<file path="config.mk">
export PLATFORM = sky130hd
export DESIGN_NAME = display_arbiter
export DESIGN_NICKNAME = d
export VERILOG_FILES = /design/src/rtl/display_arbiter.sv
export SDC_FILE = /design/constraint.sdc
export NUM_CORES = 1
export LEC_CHECK = 0
export BUFFER_PORTS_ARGS = -buffer_cell sky130_fd_sc_hd__buf_4
export CAP_MARGIN = 20
export CORE_MARGIN = 4
export CORE_UTILIZATION = 27
export CTS_CLUSTER_DIAMETER = 40
export DETAILED_ROUTE_END_ITERATION = 7
export PLACE_DENSITY_LB_ADDON = 0.15
export REMOVE_ABC_BUFFERS = 1
export SLEW_MARGIN = 40
export SYNTH_ARGS = -nofsm -noshare
export SYNTH_HDL_FRONTEND = slang
export SYNTH_SLANG_ARGS = --single-unit
</file>
<file path="constraint.sdc">
create_clock -name clk -period 2.8 [get_ports clk]
set_input_delay 0.7 -clock clk [delete_from_list [all_inputs] [get_ports clk]]
set_output_delay 0.7 -clock clk [all_outputs]
set_load 0.01 [all_outputs]
</file>
<file path="src/rtl/display_arbiter.sv">
// display_arbiter: two-requester (operand entry, result) arbiter feeding a
// single display driver over a valid/ready link, with optional periodic
// re-send of the last value shown.
module display_arbiter #(
  parameter int DATA_WIDTH     = 16,
  parameter int REFRESH_CYCLES = 1000000
) (
  input  logic                  clk,
  input  logic                  rst_n,
  input  logic [DATA_WIDTH-1:0] i_ent_data,
  input  logic                  i_ent_is_neg,
  input  logic                  i_ent_valid,
  output logic                  o_ent_ready,
  input  logic [DATA_WIDTH-1:0] i_res_data,
  input  logic                  i_res_is_neg,
  input  logic                  i_res_valid,
  output logic                  o_res_ready,
  output logic [DATA_WIDTH-1:0] o_data,
  output logic                  o_data_is_neg,
  output logic                  o_valid,
  input  logic                  i_ready
);

  localparam bit          REFRESH_EN = (REFRESH_CYCLES > 0);
  localparam int          CW         = REFRESH_EN ? $clog2(REFRESH_CYCLES + 1) : 1;
  localparam logic [CW-1:0] CNT_MAX  = REFRESH_EN ? CW'(REFRESH_CYCLES - 1) : '0;

  typedef enum logic {IDLE, SEND} state_e;

  state_e                state_q, state_d;
  logic                  rdy_q;
  logic [DATA_WIDTH-1:0] ent_data_q, ent_data_d, res_data_q, res_data_d;
  logic                  ent_neg_q, ent_neg_d, res_neg_q, res_neg_d;
  logic                  ent_pend_q, ent_pend_d, res_pend_q, res_pend_d;
  logic [DATA_WIDTH-1:0] out_data_q, out_data_d, last_data_q, last_data_d;
  logic                  out_neg_q, out_neg_d, last_neg_q, last_neg_d;
  logic                  shown_q, shown_d;
  logic [CW-1:0]         cnt_q, cnt_d;
  logic                  fav_res_q, fav_res_d;
  logic                  gnt_ent, gnt_res;
  logic                  ent_xfer, res_xfer;

  // Requesters are always ready once out of reset, so valid alone is a transfer.
  assign o_ent_ready   = rdy_q;
  assign o_res_ready   = rdy_q;
  assign ent_xfer      = i_ent_valid & rdy_q;
  assign res_xfer      = i_res_valid & rdy_q;
  assign o_valid       = (state_q == SEND);
  assign o_data        = out_data_q;
  assign o_data_is_neg = out_neg_q;

  // Slot update: a new write always wins; a grant clears pending unless
  // the same cycle brings a fresh value (which then stays pending).
  always_comb begin
    ent_data_d = ent_xfer ? i_ent_data   : ent_data_q;
    ent_neg_d  = ent_xfer ? i_ent_is_neg : ent_neg_q;
    ent_pend_d = ent_xfer | (ent_pend_q & ~gnt_ent);
    res_data_d = res_xfer ? i_res_data   : res_data_q;
    res_neg_d  = res_xfer ? i_res_is_neg : res_neg_q;
    res_pend_d = res_xfer | (res_pend_q & ~gnt_res);
  end

  // Arbitration / send FSM with refresh. The round-robin pointer only moves
  // on a real tie, so a lone request does not steal the next tie's turn.
  always_comb begin
    state_d     = state_q;
    out_data_d  = out_data_q;
    out_neg_d   = out_neg_q;
    last_data_d = last_data_q;
    last_neg_d  = last_neg_q;
    shown_d     = shown_q;
    cnt_d       = cnt_q;
    fav_res_d   = fav_res_q;
    gnt_ent     = 1'b0;
    gnt_res     = 1'b0;
    case (state_q)
      IDLE: begin
        if (ent_pend_q || res_pend_q) begin
          if (ent_pend_q && res_pend_q) begin
            gnt_res   = fav_res_q;
            gnt_ent   = ~fav_res_q;
            fav_res_d = ~fav_res_q;
          end else begin
            gnt_ent = ent_pend_q;
            gnt_res = res_pend_q;
          end
          out_data_d = gnt_res ? res_data_q : ent_data_q;
          out_neg_d  = gnt_res ? res_neg_q  : ent_neg_q;
          state_d    = SEND;
        end else begin
          if (REFRESH_EN && shown_q && (cnt_q == CNT_MAX)) begin
            out_data_d = last_data_q;
            out_neg_d  = last_neg_q;
            state_d    = SEND;
          end
          if (cnt_q != CNT_MAX) cnt_d = cnt_q + CW'(1);
        end
      end
      SEND: begin
        if (i_ready) begin
          last_data_d = out_data_q;
          last_neg_d  = out_neg_q;
          shown_d     = 1'b1;
          cnt_d       = '0;
          state_d     = IDLE;
        end
      end
      default: state_d = IDLE;
    endcase
  end

  // State registers; reset drops any in-flight value and refresh history.
  always_ff @(posedge clk or negedge rst_n) begin
    if (!rst_n) begin
      state_q     <= IDLE;
      rdy_q       <= 1'b0;
      ent_data_q  <= '0;
      ent_neg_q   <= 1'b0;
      ent_pend_q  <= 1'b0;
      res_data_q  <= '0;
      res_neg_q   <= 1'b0;
      res_pend_q  <= 1'b0;
      out_data_q  <= '0;
      out_neg_q   <= 1'b0;
      last_data_q <= '0;
      last_neg_q  <= 1'b0;
      shown_q     <= 1'b0;
      cnt_q       <= '0;
      fav_res_q   <= 1'b1;
    end else begin
      state_q     <= state_d;
      rdy_q       <= 1'b1;
      ent_data_q  <= ent_data_d;
      ent_neg_q   <= ent_neg_d;
      ent_pend_q  <= ent_pend_d;
      res_data_q  <= res_data_d;
      res_neg_q   <= res_neg_d;
      res_pend_q  <= res_pend_d;
      out_data_q  <= out_data_d;
      out_neg_q   <= out_neg_d;
      last_data_q <= last_data_d;
      last_neg_q  <= last_neg_d;
      shown_q     <= shown_d;
      cnt_q       <= cnt_d;
      fav_res_q   <= fav_res_d;
    end
  end

endmodule

</file>
---- Yosys cells after proc, flatten, opt, wreduce, memory -nomap -nowiden ----
Cells that the tools add are included.
word-level totals
  bits of input ports ..................... 39
  word-level logic and storage cells ...... 61
  output and inout port bits .............. 20
  register bits ........................... 94
cells by class
  bitwise logic cells ..................... 10
  add/sub/neg operators ................... 1
  multiplexer cells ....................... 22
  reductions and logical operators ........ 8
  equal/unequal tests ..................... 5
operators by type and width
  operator               count
  $mux 20                3
  $mux 16                3
  $pmux 20 s2            1
  $add 20x1->20 const B  1
  $eq 20x20->1 const B   1
  $ne 20x20->1 const B   1
  $mux 1                 14
  $ne 2x2->1 const B     3
  $reduce_and 3->1       2
  $and 1x1->1            4
  $not 1->1              4
  $reduce_and 2->1       2
  $logic_and 1x1->1      2
  $or 1x1->1             2
  $pmux 1 s2             1
  $reduce_bool 2->1      1
  $logic_or 1x1->1       1

---- Logic depth before layout (Yosys ltp) ----
Gate-level depths: netlist of the first run.
  depth in word-level cells ............... 9
  depth in mapped cells ................... 8

---- Worst setup path before layout of the first run ----
No wires, ideal clock.
  kind .................................... register to register
  start point ............................. register cnt_q[0]
  end point ............................... register out_data_q[10] (netlist: o_data[10])
  slack ................................... 196 ps
  data arrival time ....................... 2,481 ps
  required time ........................... 2,677 ps
  clock period less this slack ............ 2,604 ps
  stages on the path, launching flop included .. 9
  path through ............................ dfrtp_1 ha_1 nand2_1 or4_4 or4_4 or3_1 buf_6 buf_6 o221a_1
on the way
  word-level cells in the longest chain between the ends .. 4
RTL lines
  element                             line  text
  start, declared                     38    logic [CW-1:0] cnt_q, cnt_d;
  start signal, assigned              144   cnt_q <= cnt_d;
  $eq 20x20->1                        91    if (REFRESH_EN && shown_q && (cnt_q == CNT_MAX)) begin
  $logic_and 1x1->1                   91
  $reduce_bool 2->1 (no source line)  --
  $reduce_and 2->1 (no source line)   --
  end signal, assigned                139   out_data_q <= out_data_d;
  end, declared                       35    logic [DATA_WIDTH-1:0] out_data_q, out_data_d, last_data_q, last_data_d;
Every way passes these cells.
A chain may end at the register's enable or synchronous reset.

---- Worst setup path after layout of the first run ----
  start point ............................. register cnt_q[0]
  end point ............................... register out_data_q[1] (netlist: o_data[1])
The elaborated chain is that of the path after synthesis.

==> impl_metrics.json, run 1 <==
{
  "diodes": 0,
  "peakVddDrop_mv": 0.433,
  "r2r_setup_slack_ns": 0.12,
  "most-common-layout-cells": "dfrtp_1, buf_4, nand2_1",
  "cts_made_buffers": 9,
  "first_pass_iters": 4,
  "grt_use_total": 0.121,
  "die_w_um": 133,
  "cp.buffers_inverters": 1,
  "clk_latency_ns": 0.35,
  "portBuffers": 58,
  "worstPathMaxFanout": 17,
  "viasPerCell": 4.70,
  "finalSetupViolations": 0,
  "yosysWarnings": 0,
  "root_buffer": "clkbuf_16",
  "critPathTopFamily": "simple AND/OR/NAND/NOR gates",
  "cp.required_ns": 3.03,
  "cap_violations": 0,
  "row_count": 45,
  "place_area_um2": 4930,
  "synth.cell_area_um2": 4220,
  "wl_per_cell_um": 15.6,
  "p_leak_nw": 2.23,
  "worst_path_max_delay_cell": "or4_4",
  "ioPinCount": 59,
  "crit_chain": "ha_2 > nand2_1 > or4_4 > or4_4 > or3_1 > buf_4 > o221a_2",
  "p_per_area_nw_per_um2": 912,
  "fin_crit_ns": 2.68,
  "antenna_found_initial": 0,
  "min_period_over_period": 0.957,
  "cp.depth": 7,
  "dp_hpwl_um": 6700,
  "maxSlewViolCount": 0,
  "timing.fmax_mhz": 373,
  "drc": 0,
  "synthFlopType": "dfrtp_1",
  "slew_headroom": 0.465,
  "tns_ns": 0,
  "start_util": 0.276,
  "max_stage_delay_ns": 0.57,
  "r2r-start": "cnt_q[0]$_DFFE_PN0P_",
  "ff2ff_path_depth": 7,
  "first_global_vias": 3241,
  "final_nets": 476,
  "grt_max_degree": 50,
  "layout_commonest_cell": "dfrtp_1",
  "clock-sinks": 94,
  "synth-edff-count": 0,
  "drt_iter0_drc": 165,
  "crit_path_start": "cnt_q[0]$_DFFE_PN0P_",
  "area_delta_synth_final_pct": 24.4,
  "clockBufferDepth": 2,
  "critical_path_arrival_ns": 2.91,
  "antenna_left": 0,
  "hold_viol_final": 0,
  "syn_inst": 373,
  "endpoint": "o_data[1]$_DFFE_PN0P_",
  "ys_async_sr_fraction": 1.00,
  "grt_pass1_wl_um": 17200,
  "r2r_end": "o_data[1]$_DFFE_PN0P_",
  "crit_path_frequent_cell": "or4_4",
  "syn-mean-instance-area_um2": 11.3,
  "finalWeightedCongestion": 0.714,
  "clkTransAtPathRegs_ns": 0.07,
  "hp-class": "in2async",
  "dieArea_um2": 17700,
  "die_y_um": 133,
  "cts_tree": "done",
  "finish.instance_area_um2": 5240,
  "yosysSeqAreaShare": 0.558,
  "num_vias": 3062,
  "end_kind": "flip-flop",
  "synth-seq-cells": 94,
  "gr-total-overflow": 0,
  "htreeDepth": 3,
  "tightest_slew_ns": 0.800,
  "drive_gt1_frac": 0.347,
  "status": "finished, final reports clean",
  "cts_hold_buf": 0,
  "path_class": "reg2reg",
  "core_area_um2": 15300,
  "yosys.cell_types.count": 46,
  "finClkSkew_ns": 0.00675,
  "start_kind": "flip-flop",
  "wl_um": 10200,
  "rsz0062_at_grt": "no"
}
## report_power, final
group          leakage, nW  internal [mW]  switching, mW
logic                0.953          0.731          0.699
registers             1.12           1.76          0.316
clock network        0.154          0.747          0.526
total                 2.23           3.24           1.54
## area by class of cell
| cell class | count | area (µm²) |
|---|---|---|
| clock buffer | 12 | 256 |
| clock inverter | 4 | 52.6 |
| fill | 1550 | 10000 |
| inverter | 7 | 26.3 |
| multi-input combinational | 254 | 1750 |
| sequential | 94 | 2350 |
| tap | 211 | 264 |
| timing repair buffer | 70 | 538 |
## cells by family after synthesis
logic type | synth area share
buf+inv | 0.0270
fa+ha+maj | 0.00297
other cells | 0.000890
simple gates | 0.176
xor+xnor | 0.00208
flops | 0.558
compound gates | 0.0917
mux | 0.141
## metrics by stage
stage               std cells  power [mW]  setup WS (ns)  utilization  hold slack, ns
floorplan                 355        2.89          0.192            -           0.404
global placement          636        3.53          0.131        0.323           0.438
detailed placement        636        3.56          0.104        0.323           0.440
CTS                       652        4.86         0.0942        0.343           0.398
global route              652        5.11         0.0172        0.344           0.416
finish                    652        4.78          0.122        0.344           0.373
## registers in the layout (all words and copies together) (netlist names)
name and flops:
o_valid 1, res_neg_q 1, res_data_q 16, last_neg_q 1
last_data_q 16, o_data 16, o_data_is_neg 1, fav_res_q 1
o_ent_ready 1, shown_q 1, res_pend_q 1, cnt_q 20
ent_data_q 16, ent_neg_q 1, ent_pend_q 1
## worst min-delay path by stage
stage	startpoint	endpoint	slack, ns	cells past startpoint
finish	rst_n	o_data[7]$_DFFE_PN0P_	0.37	1
global route	rst_n	last_data_q[7]$_DFFE_PN0P_	0.42	1
CTS	rst_n	o_data[7]$_DFFE_PN0P_	0.40	1
detailed placement	shown_q$_DFFE_PN0P_	shown_q$_DFFE_PN0P_	0.44	2
global placement	shown_q$_DFFE_PN0P_	shown_q$_DFFE_PN0P_	0.44	2
floorplan	rst_n	cnt_q[0]$_DFFE_PN0P_	0.40	0
## Yosys cell counts, types with 6 or more instances
master	instances	area share
a21oi_1	9	0.011
clkbuf_1	14	0.012
dfrtp_1	93	0.55
inv_1	7	0.0062
mux2_2	52	0.14
nand2_1	64	0.057
nand3_1	31	0.037
nand3b_1	6	0.011
nor2_1	16	0.014
nor4_1	7	0.010
o221a_1	10	0.027
o221a_2	7	0.019
## routing by layer
layer / track usage / vias up / wire length, µm / share of wire
li1: - / 1474 / - / -
met3: 0.0407 / 6 / 465 / 0.046
met1: 0.166 / 1529 / 5120 / 0.50
met5: 0 / - / 0 / 0
met2: 0.184 / 53 / 4470 / 0.44
met4: 0.0312 / 0 / 105 / 0.010
## repair_timing
action / 4_1_cts / 5_1_grt
resized for setup: 0 / 1
buffers inserted: 0 / 0
setup endpoints to repair: 0 / 6
No activity file was read; power rests on OpenSTA's default activity.
==> run 2, diff against run 1 <==
BUFFER_PORTS_ARGS = not set   (was -buffer_cell sky130_fd_sc_hd__buf_4)
DONT_BUFFER_PORTS = 1   (was not set)
==> impl_metrics.json, run 2 (synthesis gave the netlist of run 1 again) <==
{
  "fillers": 1562,
  "critical_path_arrival_ns": 2.91,
  "start_kind": "flip-flop",
  "first_global_vias": 2951,
  "r2r_setup_slack_ns": 0.12,
  "rsz0062_at_grt": "no",
  "grt_use_total": 0.119,
  "cts_hold_buf": 0,
  "hold_viol_final": 0,
  "largest_reg_flops": 20,
  "path_class": "reg2reg",
  "dp_hpwl_um": 6620,
  "slew_headroom": 0.483,
  "drive_gt1_frac": 0.251,
  "p_leak_nw": 1.95,
  "timing.fmax_mhz": 373,
  "min_period_over_period": 0.958,
  "wl_per_cell_um": 17.1,
  "grt_busiest_layer": "met2",
  "diodes": 0,
  "status": "finished, final reports clean",
  "p_per_area_nw_per_um2": 942,
  "most-common-layout-cells": "dfrtp_1, nand2_1, mux2_2",
  "row_count": 45,
  "cts_made_buffers": 9,
  "final_nets": 418,
  "gr-total-overflow": 0,
  "clk_latency_ns": 0.35,
  "dieArea_um2": 17700,
  "end_kind": "flip-flop",
  "num_vias": 2887,
  "grtUsageMet3": 0.0407,
  "ioPinCount": 59,
  "regMostFlops": "cnt_q",
  "viasPerCell": 4.86,
  "finish.instance_area_um2": 4790,
  "tightest_slew_ns": 0.773,
  "finClkSkew_ns": 0.0129,
  "die_y_um": 133,
  "hp-class": "in2async",
  "finalSetupViolations": 0,
  "first_pass_iters": 4,
  "r2r-start": "cnt_q[0]$_DFFE_PN0P_",
  "cap_violations": 0,
  "tns_ns": 0,
  "clockBufferDepth": 2,
  "antenna_found_initial": 0,
  "crit_path_start": "cnt_q[0]$_DFFE_PN0P_",
  "htreeDepth": 3,
  "clock-sinks": 94,
  "use_met1": 0.164,
  "drc": 0,
  "wl_um": 10200,
  "start_util": 0.276,
  "drt_iter0_drc": 148,
  "cts_resized": 0,
  "root_buffer": "clkbuf_16",
  "maxSlewViolCount": 0,
  "layout.area.seq_um2": 2350,
  "grt_pass1_wl_um": 16600,
  "post_cts_buffers": 0,
  "portBuffers": 0,
  "grt_max_degree": 95,
  "cts_tree": "done",
  "clkTransAtPathRegs_ns": 0.07,
  "multi_input_area_um2": 1760,
  "antenna_left": 0,
  "finalWeightedCongestion": 0.726,
  "place_area_um2": 4480,
  "area_delta_synth_final_pct": 13.7,
  "fin_crit_ns": 2.68,
  "layout_commonest_cell": "dfrtp_1",
  "cp.required_ns": 3.03,
  "die_w_um": 133,
  "met2_usage": 0.173,
  "peakVddDrop_mv": 0.355,
  "worstPathMaxFanout": 14,
  "core_area_um2": 15300
}
## run 2: cell count changes in the layout (fill, tap and decap cells not counted)
cell,delta
buf_12,-1
buf_4,-58
buf_6,+1
clkbuf_8,-1
clkinv_2,+1
or3_1,-1
or3_4,+1
## run 2: layer usage
| layer | up-vias | wire length [µm] | part of all wire |
|---|---|---|---|
| met5 | - | 0 | 0 |
| li1 | 1359 | - | - |
| met4 | 0 | 132 | 0.013 |
| met2 | 53 | 4560 | 0.45 |
| met3 | 8 | 544 | 0.054 |
| met1 | 1467 | 4910 | 0.48 |
## run 2: per-stage QoR
step	setup slack [ns]	hold WS, ns	utilization	power [mW]	instances
2_1_floorplan	0.192	0.404	-	2.89	355
3_3_place_gp	0.117	0.407	0.294	3.27	578
3_5_place_dp	0.0574	0.407	0.294	3.31	578
4_1_cts	0.0464	0.0270	0.313	4.59	594
5_1_grt	0.0252	0.0288	0.314	4.82	594
6_report	0.119	0.0470	0.314	4.51	594
## run 2: area by class of cell
class / count / area share
Tap cell: 211 / 0.0551
Multi-Input combinational cell: 254 / 0.366
Clock buffer: 11 / 0.0506
Inverter: 7 / 0.00548
Sequential cell: 94 / 0.491
Timing Repair Buffer: 12 / 0.0196
Clock inverter: 5 / 0.0120
## run 2: worst max-delay path: stages, from the launching register on
cell	delay, ns
dfrtp_1	0.38
ha_2	0.22
nand2_1	0.11
or4_4	0.58
or4_4	0.51
or3_4	0.36
buf_6	0.17
o221a_2	0.25
## run 2: power by group
group / internal (mW) / leakage [nW] / switching [mW] / total (mW)
combinational: 0.542 / 0.676 / 0.532 / 1.07
clock: 0.721 / 0.150 / 0.531 / 1.25
sequential: 1.76 / 1.12 / 0.428 / 2.19
## run 2: final timing paths
check | endpoint | cells after the start
min reg2reg | shown_q$_DFFE_PN0P_ | 2
max in group asynchronous | fav_res_q$_DFFE_PN1P_ | 0
min | res_data_q[5]$_DFFE_PN0P_ | 0
max reg2reg | o_data[1]$_DFFE_PN0P_ | 7
max | o_data[1]$_DFFE_PN0P_ | 7
min in group clk | shown_q$_DFFE_PN0P_ | 2
